File: config.mk
export PLATFORM = sky130hd
export DESIGN_NAME = enemy_control
export DESIGN_NICKNAME = d
export VERILOG_FILES = /design/src/rtl/enemy_control.sv
export SDC_FILE = /design/constraint.sdc
export NUM_CORES = 1
export LEC_CHECK = 0
export BUFFER_PORTS_ARGS = -buffer_cell sky130_fd_sc_hd__buf_2
export CAP_MARGIN = 20
export CORE_MARGIN = 2
export CORE_UTILIZATION = 49
export CTS_CLUSTER_DIAMETER = 120
export CTS_CLUSTER_SIZE = 24
export DETAILED_ROUTE_END_ITERATION = 16
export PLACE_DENSITY = 0.76
export SETUP_SLACK_MARGIN = 0.3
export SLEW_MARGIN = 10
export SYNTH_ARGS = -nofsm -noshare
export SYNTH_HDL_FRONTEND = slang
export SYNTH_SLANG_ARGS = --single-unit
File: constraint.sdc
create_clock -name clock -period 2.9 [get_ports clock]
set_input_delay 0.58 -clock clock [delete_from_list [all_inputs] [get_ports clock]]
set_output_delay 0.58 -clock clock [all_outputs]
set_load 0.03 [all_outputs]
File: src/rtl/enemy_control.sv
// rtl/enemy_control.sv - frame-paced enemy move/draw sequencer; optional draw watchdog under `ENEMY_CTRL_WATCHDOG_EN
`timescale 1ns/1ps
module enemy_control #(
    parameter int FRAME_CYCLES = 833334,
    parameter int MOVE_DIV     = 2,
    parameter int DRAW_TIMEOUT = 1024
) (
    input  logic clock,
    input  logic reset,
    input  logic enable,
    input  logic restart,
    input  logic draw_done,
    output logic init,
    output logic idle,
    output logic gen_move,
    output logic apply_move,
    output logic draw,
    output logic frame_tick,
    output logic overrun,
    output logic draw_timeout
);

    localparam int               CNT_W    = $clog2(FRAME_CYCLES);
    localparam logic [CNT_W-1:0] CNT_LAST = CNT_W'(FRAME_CYCLES - 1);
    localparam logic [3:0]       DIV_LAST = 4'(MOVE_DIV - 1);

    if (FRAME_CYCLES < 8 || FRAME_CYCLES > (1 << 20) || MOVE_DIV < 1 || MOVE_DIV > 15 ||
        DRAW_TIMEOUT < 1) begin : g_param_check
        $error("enemy_control: parameter out of range");
    end

    // One-hot encoding so every strobe is a flop output; SETTLE drives none of them.
    typedef enum logic [5:0] {
        S_INIT   = 6'b000001,
        S_IDLE   = 6'b000010,
        S_GEN    = 6'b000100,
        S_SETTLE = 6'b001000,
        S_APPLY  = 6'b010000,
        S_DRAW   = 6'b100000
    } state_t;

    state_t           state;
    state_t           state_next;
    logic [CNT_W-1:0] frame_cnt;
    logic [3:0]       move_div;
    logic [3:0]       move_div_next;
    logic             wd_expired;

    assign init       = state[0];
    assign idle       = state[1];
    assign gen_move   = state[2];
    assign apply_move = state[4];
    assign draw       = state[5];

    assign frame_tick = enable && (frame_cnt == CNT_LAST);

    always_ff @(posedge clock or posedge reset) begin
        if (reset) begin
            frame_cnt <= '0;
        end else if (!enable || frame_tick) begin
            frame_cnt <= '0;
        end else begin
            frame_cnt <= frame_cnt + CNT_W'(1);
        end
    end

    always_comb begin
        state_next    = state;
        move_div_next = move_div;
        if (restart) begin
            state_next = S_INIT;
        end else if (!enable) begin
            state_next = S_IDLE;
        end else begin
            case (state)
                S_INIT:   state_next = S_IDLE;
                S_IDLE: begin
                    if (frame_tick) begin
                        if (move_div == DIV_LAST) begin
                            move_div_next = '0;
                            state_next    = S_GEN;
                        end else begin
                            move_div_next = move_div + 4'd1;
                            state_next    = S_DRAW;
                        end
                    end
                end
                S_GEN:    state_next = S_SETTLE;
                S_SETTLE: state_next = S_APPLY;
                S_APPLY:  state_next = S_DRAW;
                S_DRAW: begin
                    if (draw_done || wd_expired) begin
                        state_next = S_IDLE;
                    end
                end
                default:  state_next = S_INIT;
            endcase
        end
        // Respawn always restarts the movement cadence, whatever the exit path.
        if (state == S_INIT) begin
            move_div_next = '0;
        end
    end

    always_ff @(posedge clock or posedge reset) begin
        if (reset) begin
            state    <= S_INIT;
            move_div <= '0;
            overrun  <= 1'b0;
        end else begin
            state    <= state_next;
            move_div <= move_div_next;
            overrun  <= overrun | (frame_tick && (state != S_IDLE));
        end
    end

`ifdef ENEMY_CTRL_WATCHDOG_EN
    localparam int            WD_W    = $clog2(DRAW_TIMEOUT + 1);
    localparam logic [WD_W-1:0] WD_LAST = WD_W'(DRAW_TIMEOUT - 1);

    logic [WD_W-1:0] wd_cnt;
    logic            draw_timeout_q;

    assign wd_expired   = (state == S_DRAW) && !draw_done && (wd_cnt == WD_LAST);
    assign draw_timeout = draw_timeout_q;

    always_ff @(posedge clock or posedge reset) begin
        if (reset) begin
            wd_cnt         <= '0;
            draw_timeout_q <= 1'b0;
        end else begin
            if (state != S_DRAW || wd_expired) begin
                wd_cnt <= '0;
            end else begin
                wd_cnt <= wd_cnt + WD_W'(1);
            end
            draw_timeout_q <= draw_timeout_q | (wd_expired && !restart && enable);
        end
    end
`else
    assign wd_expired   = 1'b0;
    assign draw_timeout = 1'b0;
`endif

endmodule

# Yosys cells after proc, flatten, opt, wreduce, memory -nomap -nowiden
# Cells that the tools add are included.
[op_classes]
n_addsub = 2
n_eq_ne = 12
n_mux = 13
bitwise_logic = 1
n_reduce_logical = 9
[ops]
columns = ["operator", "count"]
rows = [
  ["$pmux W6 S6", 1],
  ["$mux W6", 5],
  ["$mux W4", 6],
  ["$add A20 B1 Y20 const B", 1],
  ["$eq A20 B20 Y1 const B", 1],
  ["$mux W20", 1],
  ["$ne A4 B4 Y1 const B", 2],
  ["$eq A6 B1 Y1 const B", 1],
  ["$eq A6 B2 Y1 const B", 1],
  ["$eq A6 B3 Y1 const B", 1],
  ["$eq A6 B4 Y1 const B", 1],
  ["$eq A6 B5 Y1 const B", 1],
  ["$eq A6 B6 Y1 const B", 1],
  ["$ne A6 B2 Y1 const B", 1],
  ["$reduce_bool A2 Y1", 3],
  ["$add A4 B1 Y4 const B", 1],
  ["$eq A4 B1 Y1 const B", 1],
  ["$reduce_and A4 Y1", 1],
  ["$logic_and A1 B1 Y1", 2],
  ["$ne A2 B1 Y1 const B", 1],
  ["$reduce_and A2 Y1", 1],
  ["$logic_not A1 Y1", 1],
  ["$logic_or A1 B1 Y1", 1],
  ["$or A1 B1 Y1", 1],
]
[totals]
ff_bits = 31
output_inout_bits = 8
word_cells = 41

# Logic depth before layout (Yosys ltp)
[logic_depth]
depth_word = 7
mapped_depth = 8
mapped_depth_nobuf = 6

# Worst setup path after synthesis
# OpenSTA, ideal clock, no wires.
[synth_path]
kind = "register -> output"
startpoint = "reg frame_cnt[1]"
endpoint = "out frame_tick"
arrival_ns = 1.827
setup_slack_ns = 0.493
path_stages_with_launch = 7
path_buffers = 1
cell_sequence = "dfrtp_1 > inv_1 > ha_1 > nor4bb_1 > nand4b_1 > buf_2 > nor3_1"
[synth_between]
elab_chain_cells = 2
[synth_lines]
columns = ["item", "line_no", "rtl"]
rows = [
  ["start, declared", "44", "logic [CNT_W-1:0] frame_cnt;"],
  ["start signal, assigned", "63", "frame_cnt <= frame_cnt + CNT_W'(1);"],
  ["$eq A20 B20 Y1", "55", "assign frame_tick = enable && (frame_cnt == CNT_LAST);"],
  ["$logic_and A1 B1 Y1", "55", ""],
  ["end, declared", "18", "output logic frame_tick,"],
]
# No other way between the ends.

# Worst setup path after layout
# Same ends and word-level chain as after synthesis.

==> flow_summary.ini <==
[worst_setup_path]
critPathLaunchType = flop
worstReg2RegStart = frame_cnt[1]$_DFF_PP0_
reg2reg_to = move_div[2]$_DFFE_PP0P_
cp_max_fo = 5
worstSetupStartpoint = frame_cnt[1]$_DFF_PP0_
critPathRequiredTime_ps = 2320
cp-end-kind = output port
rrSetupSlack_ps = 870
worstPathArrival_ps = 1770
rr_worst_depth = 7
path_class = flop to output port

[global_routing]
grt_pass1_vias = 1399
grt_max_degree = 21
grt_pass1_wl_um = 6240
track_usage_pct = 19.7
grt_overflow = 0
antenna_found_initial = 0

[yosys]
async_flop_share_pct = 100
yosysSeqAreaShare_pct = 43.2
ys.flop_type = dfrtp_1
synth_cell_types = 46
ys_ff_latch = 31
synth.net_count = 198
postSynthAreaPerCell_um2 = 9.51
syn_area_um2 = 1800
syn_inst = 189
ys_warn_count = 0
synth_edf_count = 0

[clock_network]
numCtsBuffers = 5
hold_buffers = 0
cts_setup_buffers = 0
cts_resized = 0
cts_htree_levels = 2
clock-sinks = 31
clk_pin_slew_ps = 60
cts-root-buf = clkbuf_8
cts_tree = yes
clkLatencyLatePin_ps = 280
cts_buffer_depth = 2

[sta]
grt_setup_unrepaired = false
worst_pin_slew_ps = 705
drv_slew = 0
setup_viol = 0
relSlewSlack_pct = 52.9
setup_tns_ps = 0
timing.hold.ws_ps = 396
hold_violations = 0
fmax_mhz = 425
fin_worst_skew_ps = 4.49
fin_crit_ps = 2350
fin_crit_sh_pct = 81.1

[floorplan]
core_um2 = 3610
rows = 22
die_h_um = 64.6
initial_core_util_pct = 49.9
die_w_um = 64.6
dieArea_um2 = 4170
ioPinCount = 13

[route]
dr.pass1.iters = 4
dr_total_vias = 1425
routed_via_density = 5.72
wl_per_cell_um = 14.4
final_antenna_net_count = 0
drc_errors = 0
drt_wl_total_um = 3580
drt_iter0_markers = 59

[worst_hold_path]
holdCritPathClass = primary input to asynchronous set/reset pin

[flow_run]
maxCapViolCount = 0

[pwr]
internal_power_uw = 680
p_clk_share_pct = 41.6
p_leak_nw = 0.814
swShare_pct = 23.0
p_seq_share_pct = 51.1
power_per_cell_area_nw_per_um2 = 444
ir_worst_vdd_mv = 0.349
pwr-share-comb_pct = 7.2
p_switching_uw = 203

[layout]
diodes = 0
nets = 209
area_delta_synth_final_pct = 10.6
drive_gt1_share_pct = 16.4
final_util_pct = 55.2

[outcome]
status = complete, no violations

[place]
hpwl_um = 2530
portBuffers = 11
routabilityCongestion = 0.812
[metrics by stage]
stage	std cells	area, um^2	power [mW]	worst slack (ps)
CTS	249	1990	0.900	504
detailed placement	241	1890	0.523	823
global route	249	1990	0.927	417
floorplan	189	1800	0.506	493
finish	249	1990	0.883	547
global placement	241	1890	0.523	865
[cells by family after synthesis]
logic type | share of synthesized area [%]
AOI/OAI and AO/OA | 9.40
adders and majority gates | 2.78
muxes | 0.626
other | 0.209
DFF | 43.2
buffers and inverters | 4.25
xor gates and xnor gates | 6.82
and+or+nand+nor | 32.7
[area by class of cell]
cell class              instances  area, um^2
fillers                       328        1620
multi-input cells             140         945
flip-flops and latches         31         777
clock buffers                   8         100
repair buffers                 14        77.6
well taps                      48        60.1
inverters                       8        30.0
[registers in the layout (all words and copies together), names as in the netlist]
register	flops
move_div	4
state	6
overrun	1
frame_cnt	20
[synthesized netlist by cell type, types with 2 or more instances]
| cell | n | area [um^2] |
|---|---|---|
| inv_1 | 8 | 30.0 |
| nand3_1 | 8 | 40.0 |
| dfrtp_1 | 30 | 751 |
| buf_2 | 4 | 20.0 |
| and4_2 | 2 | 20.0 |
| clkbuf_1 | 5 | 18.8 |
| o31ai_1 | 3 | 22.5 |
| nor2b_1 | 2 | 12.5 |
| ha_1 | 4 | 50.1 |
| nor4b_2 | 3 | 45.0 |
| nor4bb_1 | 2 | 20.0 |
| nor4_1 | 5 | 31.3 |
| xor2_1 | 7 | 61.3 |
| a21oi_1 | 6 | 30.0 |
| o21ai_0 | 8 | 40.0 |
| xnor2_1 | 7 | 61.3 |
| nand4_1 | 7 | 43.8 |
| nor3_1 | 8 | 40.0 |
| nand2b_1 | 4 | 25.0 |
| nand2_1 | 10 | 37.5 |
| or4_1 | 8 | 60.1 |
| nor2_1 | 21 | 78.8 |
| or4b_1 | 3 | 30.0 |
| a31oi_1 | 2 | 12.5 |
[power by group through the flow]
| stage | logic, mW | registers (mW) | clock network (mW) |
|---|---|---|---|
| 2_1_floorplan | 0.0469 | 0.459 | 0 |
| 3_3_place_gp | 0.0644 | 0.458 | 0 |
| 3_5_place_dp | 0.0644 | 0.459 | 0 |
| 4_1_cts | 0.0647 | 0.451 | 0.385 |
| 5_1_grt | 0.0730 | 0.452 | 0.402 |
| 6_report | 0.0640 | 0.451 | 0.367 |
[metal layers]
| layer | wire length, um | track usage [%] | vias to the layer above |
|---|---|---|---|
| li1 | - | - | 712 |
| met5 | 0 | 0 | - |
| met4 | 64 | 10.4 | 0 |
| met1 | 1590 | 22.9 | 688 |
| met2 | 1830 | 33.2 | 20 |
| met3 | 88 | 5.38 | 5 |
[how the worst max path moves through the flow]
stage	to
final	frame_tick
after global routing	frame_tick
after CTS	frame_tick
after detailed placement	frame_tick
after global placement	frame_tick
after floorplan	frame_tick
[cells in the final DEF (no fill, tap or decap), types with 3 or more instances in the layout]
cell type,synthesis,layout
nand4_1,7,7
xor2_1,7,7
xnor2_1,7,7
nand3_1,8,8
nor2_1,21,21
nor4b_2,3,3
ha_1,4,4
nor3_1,8,8
or4_1,8,8
nand2b_1,4,4
inv_1,8,8
o31ai_1,3,3
o21ai_0,8,7
buf_4,1,3
nor4_1,5,5
dfrtp_1,30,30
clkbuf_8,0,7
buf_2,4,11
or4b_1,3,3
a21oi_1,6,6
nand2_1,10,10
[worst max-delay path, cell delays in order (launching register included)]
cell,delay (ps)
dfrtp_1,410
inv_1,70
ha_1,150
nor4bb_1,280
nand4b_1,170
nor3_1,190
buf_2,220
(Power assumes the default switching activity.)
